[config.mk]
export PLATFORM = sky130hd
export DESIGN_NAME = pe_mac_unit
export DESIGN_NICKNAME = d
export VERILOG_FILES = /design/src/rtl/pe_mac_pkg.sv /design/src/rtl/pe_mac_delay.sv /design/src/rtl/pe_mac_unit.sv
export SDC_FILE = /design/constraint.sdc
export NUM_CORES = 2
export LEC_CHECK = 0
export ABC_CLOCK_PERIOD_IN_PS = 7600
export CORE_MARGIN = 2
export CORE_UTILIZATION = 40
export CTS_CLUSTER_DIAMETER = 80
export DETAILED_ROUTE_END_ITERATION = 10
export GPL_TIMING_DRIVEN = 0
export SKIP_CTS_REPAIR_TIMING = 1
export SKIP_LAST_GASP = 1
export SYNTH_ARGS = -nofsm -noshare
export SYNTH_HDL_FRONTEND = slang
export SYNTH_SLANG_ARGS = --single-unit
[constraint.sdc]
create_clock -name clock_i -period 7.6 [get_ports clock_i]
set_input_delay 1.52 -clock clock_i [delete_from_list [all_inputs] [get_ports clock_i]]
set_output_delay 1.52 -clock clock_i [all_outputs]
set_load 0.03 [all_outputs]
[src/rtl/pe_mac_pkg.sv]
// Shared types and helpers for the AMNS processing-element multiply-accumulate unit.
package pe_mac_pkg;

  typedef enum logic [2:0] {
    OP_MUL            = 3'd0,
    OP_MUL_ADD_C      = 3'd1,
    OP_MUL_ACC        = 3'd2,
    OP_MUL_ACC_SHIFT  = 3'd3,
    OP_MUL_CASC       = 3'd4,
    OP_MUL_CASC_SHIFT = 3'd5,
    OP_HOLD           = 3'd6,
    OP_RSVD           = 3'd7
  } op_t;

  localparam int OP_W = 3;

  function automatic int mac_latency(input int abreg, input int mreg);
    return abreg + mreg + 1;
  endfunction

endpackage

[src/rtl/pe_mac_delay.sv]
// N-stage register chain with async active-high reset; N = 0 is a plain wire.
module pe_mac_delay #(
  parameter int WIDTH  = 1,
  parameter int STAGES = 1
) (
  input  logic             i_clock,
  input  logic             i_reset,
  input  logic [WIDTH-1:0] i_d,
  output logic [WIDTH-1:0] o_q
);

  if (STAGES == 0) begin : g_bypass
    assign o_q = i_d;
  end else begin : g_regs
    logic [STAGES-1:0][WIDTH-1:0] r_pipe;

    always_ff @(posedge i_clock or posedge i_reset) begin
      if (i_reset) begin
        r_pipe <= '0;
      end else begin
        r_pipe[0] <= i_d;
        for (int i = 1; i < STAGES; i++) begin
          r_pipe[i] <= r_pipe[i-1];
        end
      end
    end

    assign o_q = r_pipe[STAGES-1];
  end

endmodule

[src/rtl/pe_mac_unit.sv]
// Pipelined P = A*B + Z multiply-accumulate element; Z chosen per op and carried with the data.
module pe_mac_unit
  import pe_mac_pkg::*;
#(
  parameter int A_WIDTH = 27,
  parameter int B_WIDTH = 18,
  parameter int P_WIDTH = 48,
  parameter int ABREG   = 1,
  parameter int MREG    = 1,
  parameter int CREG    = 1,
  parameter int SHIFT   = 17
) (
  input  logic               clock_i,
  input  logic               reset_i,
  input  logic               valid_i,
  input  logic [OP_W-1:0]    op_i,
  input  logic [A_WIDTH-1:0] a_i,
  input  logic [B_WIDTH-1:0] b_i,
  input  logic [P_WIDTH-1:0] c_i,
  input  logic               c_en_i,
  input  logic [P_WIDTH-1:0] pcin_i,
  output logic [P_WIDTH-1:0] p_o,
  output logic               valid_o,
  output logic [P_WIDTH-1:0] pcout_o
);

  localparam int LATENCY = mac_latency(ABREG, MREG);
  localparam int AB_W    = 1 + OP_W + A_WIDTH + B_WIDTH;
  localparam int M_W     = 1 + OP_W + P_WIDTH;

  if (ABREG < 0 || ABREG > 2 || MREG < 0 || MREG > 1 || CREG < 0 || CREG > 1 ||
      SHIFT < 1 || SHIFT >= P_WIDTH || P_WIDTH < A_WIDTH + B_WIDTH || LATENCY > 4)
  begin : g_param_err
    $error("pe_mac_unit: illegal parameter set (ABREG=%0d MREG=%0d CREG=%0d SHIFT=%0d P_WIDTH=%0d)",
           ABREG, MREG, CREG, SHIFT, P_WIDTH);
  end

  logic [AB_W-1:0]    w_ab_d;
  logic [AB_W-1:0]    w_ab_q;
  logic               w_ab_valid;
  logic [OP_W-1:0]    w_ab_op;
  logic [A_WIDTH-1:0] w_a;
  logic [B_WIDTH-1:0] w_b;
  logic [P_WIDTH-1:0] w_prod;

  logic [M_W-1:0]     w_m_d;
  logic [M_W-1:0]     w_m_q;
  logic               w_m_valid;
  logic [OP_W-1:0]    w_m_op;
  logic [P_WIDTH-1:0] w_m;

  logic [P_WIDTH-1:0] w_c;
  logic [P_WIDTH-1:0] w_z;
  logic               w_upd;
  op_t                w_op;

  logic [P_WIDTH-1:0] r_p;
  logic               r_valid;

  assign w_ab_d = {valid_i, op_i, a_i, b_i};

  pe_mac_delay #(.WIDTH(AB_W), .STAGES(ABREG)) u_ab_dly (
    .i_clock (clock_i),
    .i_reset (reset_i),
    .i_d     (w_ab_d),
    .o_q     (w_ab_q)
  );

  assign {w_ab_valid, w_ab_op, w_a, w_b} = w_ab_q;

  // P_WIDTH >= A_WIDTH+B_WIDTH, so the product never wraps.
  assign w_prod = P_WIDTH'(w_a) * P_WIDTH'(w_b);
  assign w_m_d  = {w_ab_valid, w_ab_op, w_prod};

  pe_mac_delay #(.WIDTH(M_W), .STAGES(MREG)) u_m_dly (
    .i_clock (clock_i),
    .i_reset (reset_i),
    .i_d     (w_m_d),
    .o_q     (w_m_q)
  );

  assign {w_m_valid, w_m_op, w_m} = w_m_q;

  if (CREG == 1) begin : g_creg
    logic [P_WIDTH-1:0] r_c;

    always_ff @(posedge clock_i or posedge reset_i) begin
      if (reset_i) begin
        r_c <= '0;
      end else if (c_en_i) begin
        r_c <= c_i;
      end
    end

    assign w_c = r_c;
  end else begin : g_no_creg
    assign w_c = c_i;
  end

  assign w_op = op_t'(w_m_op);

  always_comb begin
    w_z   = '0;
    w_upd = 1'b1;
    case (w_op)
      OP_MUL:            w_z = '0;
      OP_MUL_ADD_C:      w_z = w_c;
      OP_MUL_ACC:        w_z = r_p;
      OP_MUL_ACC_SHIFT:  w_z = r_p >> SHIFT;
      OP_MUL_CASC:       w_z = pcin_i;
      OP_MUL_CASC_SHIFT: w_z = pcin_i >> SHIFT;
      default:           w_upd = 1'b0;
    endcase
  end

  // Accumulate feeds r_p straight back, so back-to-back MUL_ACC needs no stall.
  always_ff @(posedge clock_i or posedge reset_i) begin
    if (reset_i) begin
      r_p     <= '0;
      r_valid <= 1'b0;
    end else begin
      r_valid <= w_m_valid;
      if (w_m_valid && w_upd) begin
        r_p <= w_m + w_z;
      end
    end
  end

  assign p_o     = r_p;
  assign pcout_o = r_p;
  assign valid_o = r_valid;

endmodule

==> results.md <==
- Compound-Gate Fraction of Synth Area: 11.0%
- Worst EP arrival: 7720 ps
- Post-synthesis sequential area ratio: 19.1%
- Post-synth EDFFs: 0
- Non-filler instance count after layout: 3857
- Starting density of the core: 40.5%
- Vias: 20300
- # DRC: 0
- Synth async-reset ratio: 100%
- CTS clk-pin slew, worst paths: 90 ps
- Final setup vio count: 0
- Clock Path Buffers: 2
- DIE AREA: 65900 sq um
- XOR/XNOR Fraction of Synth Area: 2.61%
- Slew headroom: 38.4%
- Tot GR Track Use: 26.2%
- Die width: 257 um
- Worst-skew pair later-pin latency: 520 ps
- H-tree depth: 4
- Avg Cell Area, Syn: 9.30 sq um
- Pre-antenna DRT Iters: 5
- Synthesis Warnings: 0
- Synth Flop Type: dfrtp_1
- Die height: 257 um
- Hpwl dp: 69800 um
- Worst-path fanout max: 10
- Req. time, crit path: 7990 ps
- Drt initial violations: 1327
- Area growth, synth to finish: 16.2%
- Share of the synthesized area in the top cell type: 31.4%
- Critical path origin: u_ab_dly.o_q[3]
- Final antenna-violating net count: 0
- Hold Startpoint: u_ab_dly.o_q[45]
- I/O pin count: 245
- Core ar.: 63100 sq um
- Minimum clock period: 7330 ps
- Worst-Margin Slew: 923 ps
- Slowest cell on the critical path: dfrtp_1
- Root Buffer: clkbuf_16
- Largest net degree at the start of global routing: 106
- Post-Syn Area: 25500 sq um
- Syn Inst Count: 2745
- Syn nets: 3458
- Number of port buffers: 243
- Clk sinks: 195
- R2r startpoint: u_ab_dly.o_q[3]
- DP Cell Count: 3835
- CP dominant cell by count: fa_1
- Unrepaired setup endpoints after global routing: false
- Diodes inserted: 0
- Top cell type by total area after synthesis: fa_1
- GR Overflow Total: 0
- First-pass GRT wire length: 130000 um
- CP endpoint kind: flip-flop
- Skew final: 24.5 ps
- DR WL/cell: 22.1 um
- Antenna violations before repair: 1
- Slowest stage delay, CP: 740 ps
- Crit path kind: flip-flop to flip-flop
- Placer Congestion: 0.991
- Post-synth top cells: nand2_1 (444), inv_1 (439), fa_1 (401)
- Nets: 3711
- Vias in the first global route: 21000
- Fill cell count: 6126
- Synth area leaders: fa_1 (31%), dfrtp_1 (19%), ha_1 (8.0%)
- Multiplexer area fraction after synthesis: 3.45%
- Max cap viols: 0
- Pins Over Slew Limit: 0
- Hold WC Path Type: flip-flop to flip-flop
- Top-count cell post-synth: nand2_1
- Distinct cells, synth: 84
- Worst slack, placed: -116 ps
- Largest family of logic cells by synthesized area: adder cells
- Post-synthesis register bit count: 195
- Synth Area in Simple Gates: 14.3%
- Cell Chain, Critical Path: clkbuf_2, nand2_1, fa_1, fa_1, fa_1, inv_1, fa_1, fa_1, inv_1, fa_1, inv_1, ha_1, a21oi_1, o21ai_1, a211oi_2, a31oi_2, o41ai_2, o211ai_1, a21oi_2, o21ai_1, xor2_1
- Final worst slack: 268 ps
- Core Rows: 92
- CTS Buf Count: 17
- CP startpoint kind: flip-flop
- Vias per cell: 5.27
- Fmax: 136 MHz
- Share of layout cells above drive strength 1: 6.28%
- Fin crit share: 96.5%
- Post-Synth Adder-Cell Area: 39.5%
- Total count of hold-check failures in the final report: 0
- Total wire length: 85200 um
- Status: finished clean
- CTS tree: built
## final timing paths
kind | slack, ps | cells after the start | endpoint
hold reg to reg | 360 | 0 | u_m_dly.o_q[48]
min in group asynchronous | 1510 | 2 | u_m_dly.o_q[42]
hold / removal | 360 | 0 | u_m_dly.o_q[48]
setup / recovery | 270 | 21 | u_m_dly.o_q[41]
max in group asynchronous | 5150 | 3 | p_o[16]
setup reg to reg | 270 | 21 | u_m_dly.o_q[41]
## flip-flops by register name, summed over array words and instances, names as in the netlist
register	flops
p_o	48
u_m_dly.o_q	49
u_ab_dly.o_q	49
g_creg.r_c	48
valid_o	1
## worst max-delay path: cells and delay by family, from the launching register on
family,cells,cell delay [ps]
DFF,1,740
adders and majority gates,7,3460
buffers and inverters,4,580
AOI/OAI and AO/OA,8,2130
xor gates and xnor gates,1,150
and+or+nand+nor,1,130
## metrics by stage
| step | instance area (sq um) | setup TNS (ps) | hold slack, ps | utilization [%] |
|---|---|---|---|---|
| 5_1_grt | 29700 | 0 | 364 | 47.0 |
| 3_3_place_gp | 29000 | -380820 | 337 | 46.0 |
| 6_report | 29700 | 0 | 357 | 47.0 |
| 3_5_place_dp | 29100 | -205 | 337 | 46.1 |
| 4_1_cts | 29700 | -339 | 350 | 47.1 |
| 2_1_floorplan | 25500 | 0 | 331 | - |
## layout make-up
class                      instances  area [sq um]  area share, %
multi-input combinational       1921         18100           61.0
sequential                       195          4880           16.5
timing repair buffer             244          2460           8.29
inverter                         440          1660           5.59
tap                              846          1060           3.57
buffer                           179           887           2.99
clock buffer                      17           425           1.43
clock inverter                    15           195          0.658
## layout by cell type (no fill, tap or decap), types with 9 or more instances in the layout
| cell type | instances |
|---|---|
| xor2_1 | 32 |
| o21ai_0 | 123 |
| mux2_2 | 48 |
| xnor2_1 | 44 |
| buf_4 | 48 |
| and2_1 | 194 |
| o21bai_1 | 18 |
| clkdlybuf4s50_1 | 243 |
| inv_1 | 438 |
| nand3_1 | 25 |
| a22oi_1 | 18 |
| a21oi_1 | 87 |
| clkbuf_2 | 16 |
| nand4_1 | 9 |
| o21ai_1 | 10 |
| nor3_1 | 9 |
| nor2_1 | 44 |
| nor2b_1 | 12 |
| ha_1 | 164 |
| mux2i_1 | 34 |
| a221o_1 | 32 |
| fa_1 | 401 |
| dfrtp_1 | 192 |
| clkbuf_16 | 17 |
| a21o_1 | 44 |
| nand2_1 | 444 |
| clkbuf_1 | 103 |
## metal layers
| metal | track usage, % | up-vias | part of all wire [%] |
|---|---|---|---|
| li1 | - | 9130 | - |
| met2 | 43.5 | 800 | 48 |
| met1 | 35.2 | 10300 | 43 |
| met5 | 0 | - | 0 |
| met4 | 8.25 | 0 | 2.6 |
| met3 | 4.23 | 116 | 6.5 |
## cells by family (layout without fill, tap and decap cells)
family          after synthesis  after routing
flops                       195            195
compound gates              417            417
fa+ha+maj                   565            565
xor+xnor                     76             76
simple gates                781            781
buf+inv                     629            895
mux                          82             82
Power is left out: the tool's default activity adds up to more than one toggle a clock period on the data nets, which glitch-free logic cannot reach.
